### config.mk
export PLATFORM = sky130hd
export DESIGN_NAME = mem_port_arbiter
export DESIGN_NICKNAME = d
export VERILOG_FILES = /design/src/rtl/mem_port_arbiter_pkg.sv /design/src/rtl/arb_streak_counter.sv /design/src/rtl/mem_port_arbiter.sv
export SDC_FILE = /design/constraint.sdc
export NUM_CORES = 1
export LEC_CHECK = 0
export BUFFER_PORTS_ARGS = -buffer_cell sky130_fd_sc_hd__buf_4
export CAP_MARGIN = 30
export CORE_MARGIN = 2
export CORE_UTILIZATION = 45
export CTS_CLUSTER_SIZE = 25
export DETAILED_ROUTE_END_ITERATION = 7
export PLACE_DENSITY_LB_ADDON = 0.08
export SYNTH_ARGS = -nofsm -noshare
export SYNTH_HDL_FRONTEND = slang
export SYNTH_SLANG_ARGS = --single-unit
### constraint.sdc
create_clock -name clk -period 2.9 [get_ports clk]
set_input_delay 0 -clock clk [delete_from_list [all_inputs] [get_ports clk]]
set_output_delay 0 -clock clk [all_outputs]
set_load 0.05 [all_outputs]
### src/rtl/mem_port_arbiter_pkg.sv
// Shared types and default widths for the unified-memory port arbiter.
package mem_port_arbiter_pkg;

  localparam int unsigned DEF_AW           = 32;
  localparam int unsigned DEF_DW           = 32;
  localparam int unsigned DEF_MAX_D_STREAK = 4;
  localparam int unsigned STREAK_W         = 4;
  localparam int unsigned PERF_W           = 32;

  typedef enum logic [1:0] {
    IDLE   = 2'd0,
    BUSY_I = 2'd1,
    BUSY_D = 2'd2,
    RESP   = 2'd3
  } arb_state_e;

  typedef enum logic {
    OWN_I = 1'b0,
    OWN_D = 1'b1
  } arb_owner_e;

endpackage

### src/rtl/arb_streak_counter.sv
// Saturating count of consecutive data grants; flags when fetch must win next.
module arb_streak_counter
  import mem_port_arbiter_pkg::*;
#(
  parameter int unsigned LIMIT = DEF_MAX_D_STREAK
) (
  input  logic clk,
  input  logic reset,
  input  logic clr,
  input  logic inc,
  output logic limit_c
);

  logic [STREAK_W-1:0] count_q;
  logic [STREAK_W-1:0] count_d;

  assign limit_c = (count_q == STREAK_W'(LIMIT));

  // Clear wins over increment; increment stops at the limit.
  always_comb begin
    count_d = count_q;
    if (clr) begin
      count_d = '0;
    end else if (inc && !limit_c) begin
      count_d = count_q + STREAK_W'(1);
    end
  end

  always_ff @(posedge clk) begin
    if (reset) begin
      count_q <= '0;
    end else begin
      count_q <= count_d;
    end
  end

endmodule

### src/rtl/mem_port_arbiter.sv
// Serialises IF and MEM stage accesses onto one variable-latency memory port.
// Optional MEM_ARB_PERF_EN adds per-requester wait-cycle counters.
module mem_port_arbiter
  import mem_port_arbiter_pkg::*;
#(
  parameter int unsigned AW           = DEF_AW,
  parameter int unsigned DW           = DEF_DW,
  parameter int unsigned MAX_D_STREAK = DEF_MAX_D_STREAK
) (
  input  logic          clk,
  input  logic          reset,
  input  logic          if_req,
  input  logic [AW-1:0] if_addr,
  output logic          if_done,
  output logic [DW-1:0] if_rdata,
  input  logic          d_req,
  input  logic          d_we,
  input  logic [AW-1:0] d_addr,
  input  logic [DW-1:0] d_wdata,
  output logic          d_done,
  output logic [DW-1:0] d_rdata,
  output logic          mem_valid,
  output logic          mem_we,
  output logic [AW-1:0] mem_addr,
  output logic [DW-1:0] mem_wdata,
  input  logic          mem_ready,
  input  logic [DW-1:0] mem_rdata,
  output logic          busy
`ifdef MEM_ARB_PERF_EN
  ,
  output logic [PERF_W-1:0] perf_if_wait,
  output logic [PERF_W-1:0] perf_d_wait
`endif
);

  arb_state_e    state_q, state_d;
  logic          mem_valid_q, mem_valid_d;
  logic          mem_we_q, mem_we_d;
  logic [AW-1:0] mem_addr_q, mem_addr_d;
  logic [DW-1:0] mem_wdata_q, mem_wdata_d;
  logic          if_done_q, if_done_d;
  logic          d_done_q, d_done_d;
  logic [DW-1:0] if_rdata_q, if_rdata_d;
  logic [DW-1:0] d_rdata_q, d_rdata_d;
  logic          busy_q, busy_d;

  logic          streak_clr;
  logic          streak_inc;
  logic          force_fetch_c;
  logic          grant_vld_c;
  arb_owner_e    grant_own_c;

  arb_streak_counter #(
    .LIMIT (MAX_D_STREAK)
  ) u_streak (
    .clk     (clk),
    .reset   (reset),
    .clr     (streak_clr),
    .inc     (streak_inc),
    .limit_c (force_fetch_c)
  );

  // Data wins unless a pending fetch has already waited out the streak limit.
  always_comb begin
    grant_vld_c = 1'b0;
    grant_own_c = OWN_I;
    if (d_req && !(if_req && force_fetch_c)) begin
      grant_vld_c = 1'b1;
      grant_own_c = OWN_D;
    end else if (if_req) begin
      grant_vld_c = 1'b1;
      grant_own_c = OWN_I;
    end
  end

  always_comb begin
    state_d     = state_q;
    mem_valid_d = mem_valid_q;
    mem_we_d    = mem_we_q;
    mem_addr_d  = mem_addr_q;
    mem_wdata_d = mem_wdata_q;
    if_done_d   = 1'b0;
    d_done_d    = 1'b0;
    if_rdata_d  = if_rdata_q;
    d_rdata_d   = d_rdata_q;
    streak_clr  = 1'b0;
    streak_inc  = 1'b0;

    case (state_q)
      IDLE: begin
        if (grant_vld_c) begin
          mem_valid_d = 1'b1;
          if (grant_own_c == OWN_D) begin
            state_d     = BUSY_D;
            mem_we_d    = d_we;
            mem_addr_d  = d_addr;
            mem_wdata_d = d_wdata;
            streak_inc  = if_req;
            streak_clr  = !if_req;
          end else begin
            state_d     = BUSY_I;
            mem_we_d    = 1'b0;
            mem_addr_d  = if_addr;
            mem_wdata_d = '0;
            streak_clr  = 1'b1;
          end
        end
      end

      BUSY_I: begin
        if (mem_ready) begin
          state_d     = RESP;
          mem_valid_d = 1'b0;
          if_rdata_d  = mem_rdata;
          if_done_d   = 1'b1;
        end
      end

      // Stores leave d_rdata holding the last load value.
      BUSY_D: begin
        if (mem_ready) begin
          state_d     = RESP;
          mem_valid_d = 1'b0;
          d_done_d    = 1'b1;
          if (!mem_we_q) begin
            d_rdata_d = mem_rdata;
          end
        end
      end

      RESP: begin
        state_d = IDLE;
      end

      default: begin
        state_d = IDLE;
      end
    endcase

    busy_d = (state_d != IDLE);
  end

  always_ff @(posedge clk) begin
    if (reset) begin
      state_q     <= IDLE;
      mem_valid_q <= 1'b0;
      mem_we_q    <= 1'b0;
      mem_addr_q  <= '0;
      mem_wdata_q <= '0;
      if_done_q   <= 1'b0;
      d_done_q    <= 1'b0;
      if_rdata_q  <= '0;
      d_rdata_q   <= '0;
      busy_q      <= 1'b0;
    end else begin
      state_q     <= state_d;
      mem_valid_q <= mem_valid_d;
      mem_we_q    <= mem_we_d;
      mem_addr_q  <= mem_addr_d;
      mem_wdata_q <= mem_wdata_d;
      if_done_q   <= if_done_d;
      d_done_q    <= d_done_d;
      if_rdata_q  <= if_rdata_d;
      d_rdata_q   <= d_rdata_d;
      busy_q      <= busy_d;
    end
  end

  assign mem_valid = mem_valid_q;
  assign mem_we    = mem_we_q;
  assign mem_addr  = mem_addr_q;
  assign mem_wdata = mem_wdata_q;
  assign if_done   = if_done_q;
  assign d_done    = d_done_q;
  assign if_rdata  = if_rdata_q;
  assign d_rdata   = d_rdata_q;
  assign busy      = busy_q;

`ifdef MEM_ARB_PERF_EN
  logic [PERF_W-1:0] perf_if_q, perf_if_d;
  logic [PERF_W-1:0] perf_d_q, perf_d_d;

  // Wait cycles: request raised but its done pulse not yet seen; wraps freely.
  always_comb begin
    perf_if_d = perf_if_q + PERF_W'(if_req && !if_done_q);
    perf_d_d  = perf_d_q + PERF_W'(d_req && !d_done_q);
  end

  always_ff @(posedge clk) begin
    if (reset) begin
      perf_if_q <= '0;
      perf_d_q  <= '0;
    end else begin
      perf_if_q <= perf_if_d;
      perf_d_q  <= perf_d_d;
    end
  end

  assign perf_if_wait = perf_if_q;
  assign perf_d_wait  = perf_d_q;
`endif

endmodule

; ---- Word level (Yosys, flattened, before mapping)
; Cells that the tools add are included.
[word_totals]
output_inout_bits = 133
in_bits = 134
ff_bits = 139
[op_classes]
mux = 20
bitwise_logic = 3
n_reduce_logical = 17
n_addsub = 1
eq_ne = 6
[ops]
columns = cell, n
row1 = 32-bit two-way mux, 2
row2 = 1-bit two-way mux, 13
row3 = 2-bit OR reduction, 4
row4 = 2-bit two-way mux, 3
row5 = 2-bit one-hot mux with 3 select lines, 1
row6 = 3-bit AND reduction, 2
row7 = 4-bit by 1-bit adder with 4-bit output (second input constant), 1
row8 = 2-bit == test (second input constant), 2
row9 = 4-bit by 3-bit == test with 1-bit output (second input constant), 1
row10 = 2-bit AND reduction, 2
row11 = 2-bit nonzero test, 2
row12 = 1-bit logical AND, 3
row13 = 1-bit logical NOT, 3
row14 = 1-bit NOT, 3
row15 = 2-bit by 1-bit == test with 1-bit output (second input constant), 1
row16 = 2-bit logical NOT, 1
row17 = 2-bit by 1-bit != test with 1-bit output (second input constant), 1
row18 = 2-bit != test (second input constant), 1
row19 = 1-bit one-hot mux with 2 select lines, 1

; ---- Depth between registers and ports, before layout
[logic_depth]
ltp_word = 9
ltp_mapped = 10
depth_no_buf = 8

; ---- Hierarchy
; A second synthesis with hierarchy kept.
[unflattened]
cells_unflattened = 601
area_unflattened_um2 = 5300.1
[by_module_without_submodules]
columns = module, seq_area_each_um2, area_each_um2, cells_each, instances
row1 = mem_port_arbiter, 2702.6, 5071.1, 576, 1
row2 = arb_streak_counter, 80.1, 229.0, 25, 1

; ---- Worst setup path before layout
; OpenSTA, ideal clock, no wires.
[synth_timing]
kind = register -> register
from = reg u_streak.count_q[0]
to = reg u_streak.count_q[3]
slack_ns = 0.829
setup_ns = 0.070
stages_incl_launch_ff = 11
t_arrival_ns = 2.001
path_cell_list = dfxtp_1 -> inv_1 -> ha_1 -> and4b_1 -> buf_2 -> clkbuf_2 -> nor2_1 -> ha_1 -> nand2_1 -> or4_1 -> a21oi_1
[synth_via]
elab_chain_cells = 9
[synth_rtl]
columns = item, line_no
row1 = from (decl), arb_streak_counter.sv:14  ; logic [STREAK_W-1:0] count_q;
row2 = from (signal assigned), arb_streak_counter.sv:33  ; count_q <= count_d;
row3 = 4-bit by 3-bit == test with 1-bit output, arb_streak_counter.sv:17  ; assign limit_c = (count_q == STREAK_W'(LIMIT));
row4 = 1-bit logical AND, mem_port_arbiter.sv:67  ; if (d_req && !(if_req && force_fetch_c)) begin
row5 = 1-bit logical NOT, mem_port_arbiter.sv:67
row6 = 1-bit logical AND, mem_port_arbiter.sv:67
row7 = 1-bit two-way mux, mem_port_arbiter.sv:67
row8 = 1-bit two-way mux, mem_port_arbiter.sv:93  ; if (grant_own_c == OWN_D) begin
row9 = 1-bit two-way mux, mem_port_arbiter.sv:91  ; if (grant_vld_c) begin
row10 = 1-bit two-way mux, mem_port_arbiter.sv:89  ; case (state_q)
row11 = 2-bit OR reduction (no source line) or 1-bit logical AND (tied branches), n/a
; Parallel ways exist; a longest one is shown, timed or not.
; A chain may end at the register's enable or synchronous reset.

; ---- Worst setup path after layout
[layout_timing]
from = reg u_streak.count_q[0]
to = reg mem_addr_q[30] (netlist: mem_addr[30])
[layout_via]
elab_chain_cells = 6
[layout_rtl]
columns = item, line_no
row1 = 4-bit by 3-bit == test with 1-bit output (*), arb_streak_counter.sv:17
row2 = 1-bit logical AND (*), mem_port_arbiter.sv:67
row3 = 1-bit logical NOT (*), mem_port_arbiter.sv:67
row4 = 1-bit logical AND (*), mem_port_arbiter.sv:67
row5 = 1-bit two-way mux, mem_port_arbiter.sv:67
row6 = 32-bit two-way mux or 2-bit AND reduction (tied branches), n/a
row7 = to (signal assigned), mem_port_arbiter.sv:159  ; mem_addr_q <= mem_addr_d;
row8 = to (decl), mem_port_arbiter.sv:39  ; logic [AW-1:0] mem_addr_q, mem_addr_d;
; Every way passes the cells marked *; elsewhere a longest branch is shown, timed or not.

==> results_tabular.tex <==
\begin{tabular}{lr}
\hline
Metric & Value \\
\hline
\multicolumn{2}{l}{\textbf{Die}} \\
Die X-Extent & 114 um \\
Die area & between 10000 and 15000 um2 \\
Die height & 114 um \\
Placeable core region & roughly 12000 um2 \\
Number of placement rows & 40 \\
Starting utilization of the core area & 45.6\% \\
Ports placed on the boundary & 267 \\
\multicolumn{2}{l}{\textbf{Clock network}} \\
Hold-fix buffer count after cts & 130 \\
CTS-repair resized insts & 0 \\
CTS clock-pin slew for the worst setup and hold paths & about 0.06 ns \\
Source-to-sink clock delay at the later pin of the worst-skew pair & 0.41 ns \\
Maximum count of clock buffers along a single path & 2 \\
Clock sink count & 139 \\
TritonCTS clock tree & built \\
H-tree levels & 4 \\
Number of buffers created by CTS & 17 \\
Post-CTS setup-driven buffer insertion count & 0 \\
Clock root cell & sky130\_fd\_sc\_hd\_\_clkbuf\_16 \\
\multicolumn{2}{l}{\textbf{Placement}} \\
Last weighted congestion value of the routability-driven placer & 0.830 \\
Worst slack at placement & between 0.7 and 0.8 ns \\
Number of port buffers & about 270 \\
Detailed placer's ending HPWL & around 12000 um \\
Cell count after placement & between 1000 and 1500 \\
\multicolumn{2}{l}{\textbf{Drt}} \\
Antenna-violating nets left & 0 \\
DR pass1 iterations & 8 \\
Count of routing violations after the opening detailed-route iteration & approximately 520 \\
Number of vias after detailed routing & between 6000 and 7000 \\
Average wire per cell in the routed design & 16.5 um \\
Number of DRC violations after detailed routing & 0 \\
Routed wire length & $\sim$20000 um \\
Via count normalized by instance count & between 5 and 6 \\
\multicolumn{2}{l}{\textbf{GRT}} \\
Global-route wire length before repair & about 32000 um \\
Initial antenna violation count & 0 \\
Total gr overflow & 0 \\
Via count of the first global-routing pass & 6473 \\
Maximum number of pins on one net before global-route repair & 102 \\
Total routing usage reported by global routing & 30.2\% \\
\multicolumn{2}{l}{\textbf{Critical path}} \\
Stages on the worst setup path & 7 \\
Cell family with most CP delay & buffers and inverters \\
End of the worst register-to-register path & mem\_addr[30]\$\_SDFFE\_PP0P\_ \\
Sum of buffers and inverters on the critical path & 3 \\
Reg-to-reg critical path startpoint & u\_streak.count\_q[0]\$\_SDFFE\_PP0P\_ \\
Nature of the critical path startpoint & flop \\
CP Capture Type & flop \\
Cells traversed along the worst timing path & inv\_1 > ha\_1 > nand4b\_1 > buf\_4 > a31oi\_1 > a21oi\_1 > dlygate4sd3\_1 \\
CP max stage delay & about 0.57 ns \\
Largest fanout on the critical path & 41 \\
Critical path data required time & around 3.3 ns \\
Slowest-stage cell, CP & sky130\_fd\_sc\_hd\_\_dlygate4sd3\_1 \\
R2R cell count & 7 \\
Reg2reg setup slack & around 0.36 ns \\
Worst Setup Path Type & flop to flop \\
Arrival time at the worst endpoint & 2.89 ns \\
\multicolumn{2}{l}{\textbf{Worst hold path}} \\
Hold Path Depth & 4 \\
Hold/Removal Path Class & input pin to flop \\
Beginning of the worst hold path & if\_req \\
Hold endpoint & mem\_wdata[16]\$\_SDFFE\_PP0P\_ \\
\multicolumn{2}{l}{\textbf{Job}} \\
Max\_cap viols & 0 \\
\multicolumn{2}{l}{\textbf{Layout}} \\
Inserted Diodes & 0 \\
Final std cells w/o fill & about 1200 \\
Fill count & $\sim$850 \\
\# nets final & roughly 1200 \\
Proportion of layout cells with a drive suffix above 1 & 29.5\% \\
Final core utilization & 78.4\% \\
Signed area change from the synthesized netlist to the final layout & 71.8\% \\
\multicolumn{2}{l}{\textbf{Synthesis}} \\
Yosys warns & 0 \\
Area of the mapped netlist & 5440 um2 \\
Dominant synthesized flop cell & sky130\_fd\_sc\_hd\_\_dfxtp\_1 \\
Distinct cell type count after synthesis & 34 \\
\#FFs+latches synth & roughly 140 \\
Cells after synthesis & 683 \\
Portion of the post-synthesis area used by sequential elements & around half \\
Post-synthesis average cell area & just under 8 um2 \\
Cell accounting for the most synthesized area & sky130\_fd\_sc\_hd\_\_dfxtp\_1 \\
Synth cell count leaders & sky130\_fd\_sc\_hd\_\_nand2\_1 (166), sky130\_fd\_sc\_hd\_\_dfxtp\_1 (139), sky130\_fd\_sc\_hd\_\_a21oi\_1 (135) \\
Cell with the most instances after synthesis & sky130\_fd\_sc\_hd\_\_nand2\_1 \\
Area share of the leading cell type in the synthesized netlist & between 50\% and 60\% \\
Syn nets & about 830 \\
Post-synth ARST share & 0\% \\
Biggest area contributors in the synthesized netlist & sky130\_fd\_sc\_hd\_\_dfxtp\_1 (51\%), sky130\_fd\_sc\_hd\_\_a21oi\_1 (12\%), sky130\_fd\_sc\_hd\_\_nand2\_1 (11\%) \\
EDFF count, synth & 0 \\
\multicolumn{2}{l}{\textbf{STA}} \\
Final total negative setup slack & 0 ns \\
Worst-case clock skew & between 0.009 and 0.01 ns \\
\# setup viols final & 0 \\
Time the worst path needs with I/O delays and setup & between 2 and 3 ns \\
Setup repair after global routing missed its margin & no \\
Worst hold slack across all endpoints & roughly 0.0032 ns \\
Final period utilization & approximately 87\% \\
Number of failing hold endpoints at the final stage & 0 \\
Highest clock frequency the design can meet & just under 400 MHz \\
Worst-Margin Slew & $\sim$1.0 ns \\
Headroom to the max-slew limit & 31.3\% \\
Worst path setup slack after routing & $\sim$0.36 ns \\
Max-slew violations & 0 \\
\multicolumn{2}{l}{\textbf{Pwr}} \\
Share of total power in sequential cells & between 30 and 40\% \\
Cell internal pwr & a little under 4 mW \\
Power Dens Cells & between 600 and 700 nW/um2 \\
Power share of the clock group & a little over a third \\
Peak supply drop & around 0.37 mV \\
Sw power & roughly 1.8 mW \\
LEAKAGE & approximately 4 nW \\
Switching Fraction & about a third \\
Relative contribution of combinational cells to total power & between 20\% and 30\% \\
\multicolumn{2}{l}{\textbf{Outcome}} \\
Status & completed \\
\hline
\end{tabular}
worst reg2reg max path: stages, from the launching register on:
cell,delay [ns]
sky130_fd_sc_hd__dfxtp_1,0.37
sky130_fd_sc_hd__inv_1,0.08
sky130_fd_sc_hd__ha_1,0.23
sky130_fd_sc_hd__nand4b_1,0.33
sky130_fd_sc_hd__buf_4,0.48
sky130_fd_sc_hd__a31oi_1,0.20
sky130_fd_sc_hd__a21oi_1,0.22
sky130_fd_sc_hd__dlygate4sd3_1,0.57
cell type report:
cell class / instances / area (um2) / share of cell area, %
repair buffers: 411 / 3430 / 36.7
flip-flops and latches: 139 / 2780 / 29.8
multi-input cells: 472 / 2360 / 25.3
clock buffers: 21 / 460 / 4.93
well taps: 147 / 184 / 1.97
clock inverters: 11 / 95.1 / 1.02
inverters: 8 / 30.0 / 0.322
kinds of logic after synthesis:
kind of cell / share of synthesized area [%]
adders and majority gates: 1.84
and+or+nand+nor: 18.0
AOI/OAI and AO/OA: 23.4
buffers and inverters: 5.55
DFF: 51.2
through the flow:
stage | instance area, um2 | total power [mW]
floorplan | 5440 | 2.99
global placement | 7450 | 3.43
detailed placement | 7450 | 3.46
CTS | 9310 | 5.65
global route | 9340 | 5.90
finish | 9340 | 5.68
state kept, by name, summed over array words and instances (netlist names):
| signal | flops |
|---|---|
| mem_valid | 1 |
| d_done | 1 |
| state_q | 2 |
| d_rdata | 32 |
| if_rdata | 32 |
| mem_addr | 32 |
| mem_we | 1 |
| if_done | 1 |
| u_streak.count_q | 4 |
| busy | 1 |
| mem_wdata | 32 |
power groups by stage:
stage | Sequential [mW] | Combinational, mW | Clock [mW]
after floorplan | 2.62 | 0.363 | 0
after global placement | 2.16 | 1.28 | 0
after detailed placement | 2.16 | 1.30 | 0
after CTS | 2.13 | 1.49 | 2.04
after global routing | 2.14 | 1.61 | 2.14
final | 2.13 | 1.53 | 2.02
how the worst max path moves through the flow:
stage / start / end / slack, ns
floorplan: u_streak.count_q[0]$_SDFFE_PP0P_ / u_streak.count_q[3]$_SDFFE_PP0P_ / 0.83
global placement: state_q[0]$_SDFF_PP0_ / mem_wdata[28]$_SDFFE_PP0P_ / 0.89
detailed placement: state_q[0]$_SDFF_PP0_ / mem_wdata[25]$_SDFFE_PP0P_ / 0.79
CTS: state_q[0]$_SDFF_PP0_ / mem_addr[10]$_SDFFE_PP0P_ / 0.41
global route: u_streak.count_q[0]$_SDFFE_PP0P_ / mem_addr[30]$_SDFFE_PP0P_ / 0.17
finish: u_streak.count_q[0]$_SDFFE_PP0P_ / mem_addr[30]$_SDFFE_PP0P_ / 0.36
per-layer routing:
layer | routed length [um] | global-route usage, % | up-vias
li1 | - | - | 3112
met1 | 7580 | 35.4 | 3066
met2 | 10100 | 52.4 | 333
met3 | 1790 | 8.50 | 51
met4 | 541 | 12.0 | 0
met5 | 0 | 0 | -
cell usage in the layout (no fill, tap or decap), types with 5 or more instances in the layout:
master	instances
sky130_fd_sc_hd__buf_4	279
sky130_fd_sc_hd__clkinv_2	5
sky130_fd_sc_hd__dlygate4sd3_1	131
sky130_fd_sc_hd__ha_1	8
sky130_fd_sc_hd__dfxtp_1	139
sky130_fd_sc_hd__a21oi_1	135
sky130_fd_sc_hd__inv_1	8
sky130_fd_sc_hd__nand4_1	33
sky130_fd_sc_hd__a31oi_1	32
sky130_fd_sc_hd__nand2_1	166
sky130_fd_sc_hd__o21ai_0	68
sky130_fd_sc_hd__clkbuf_16	17
(Power assumes the default switching activity.)
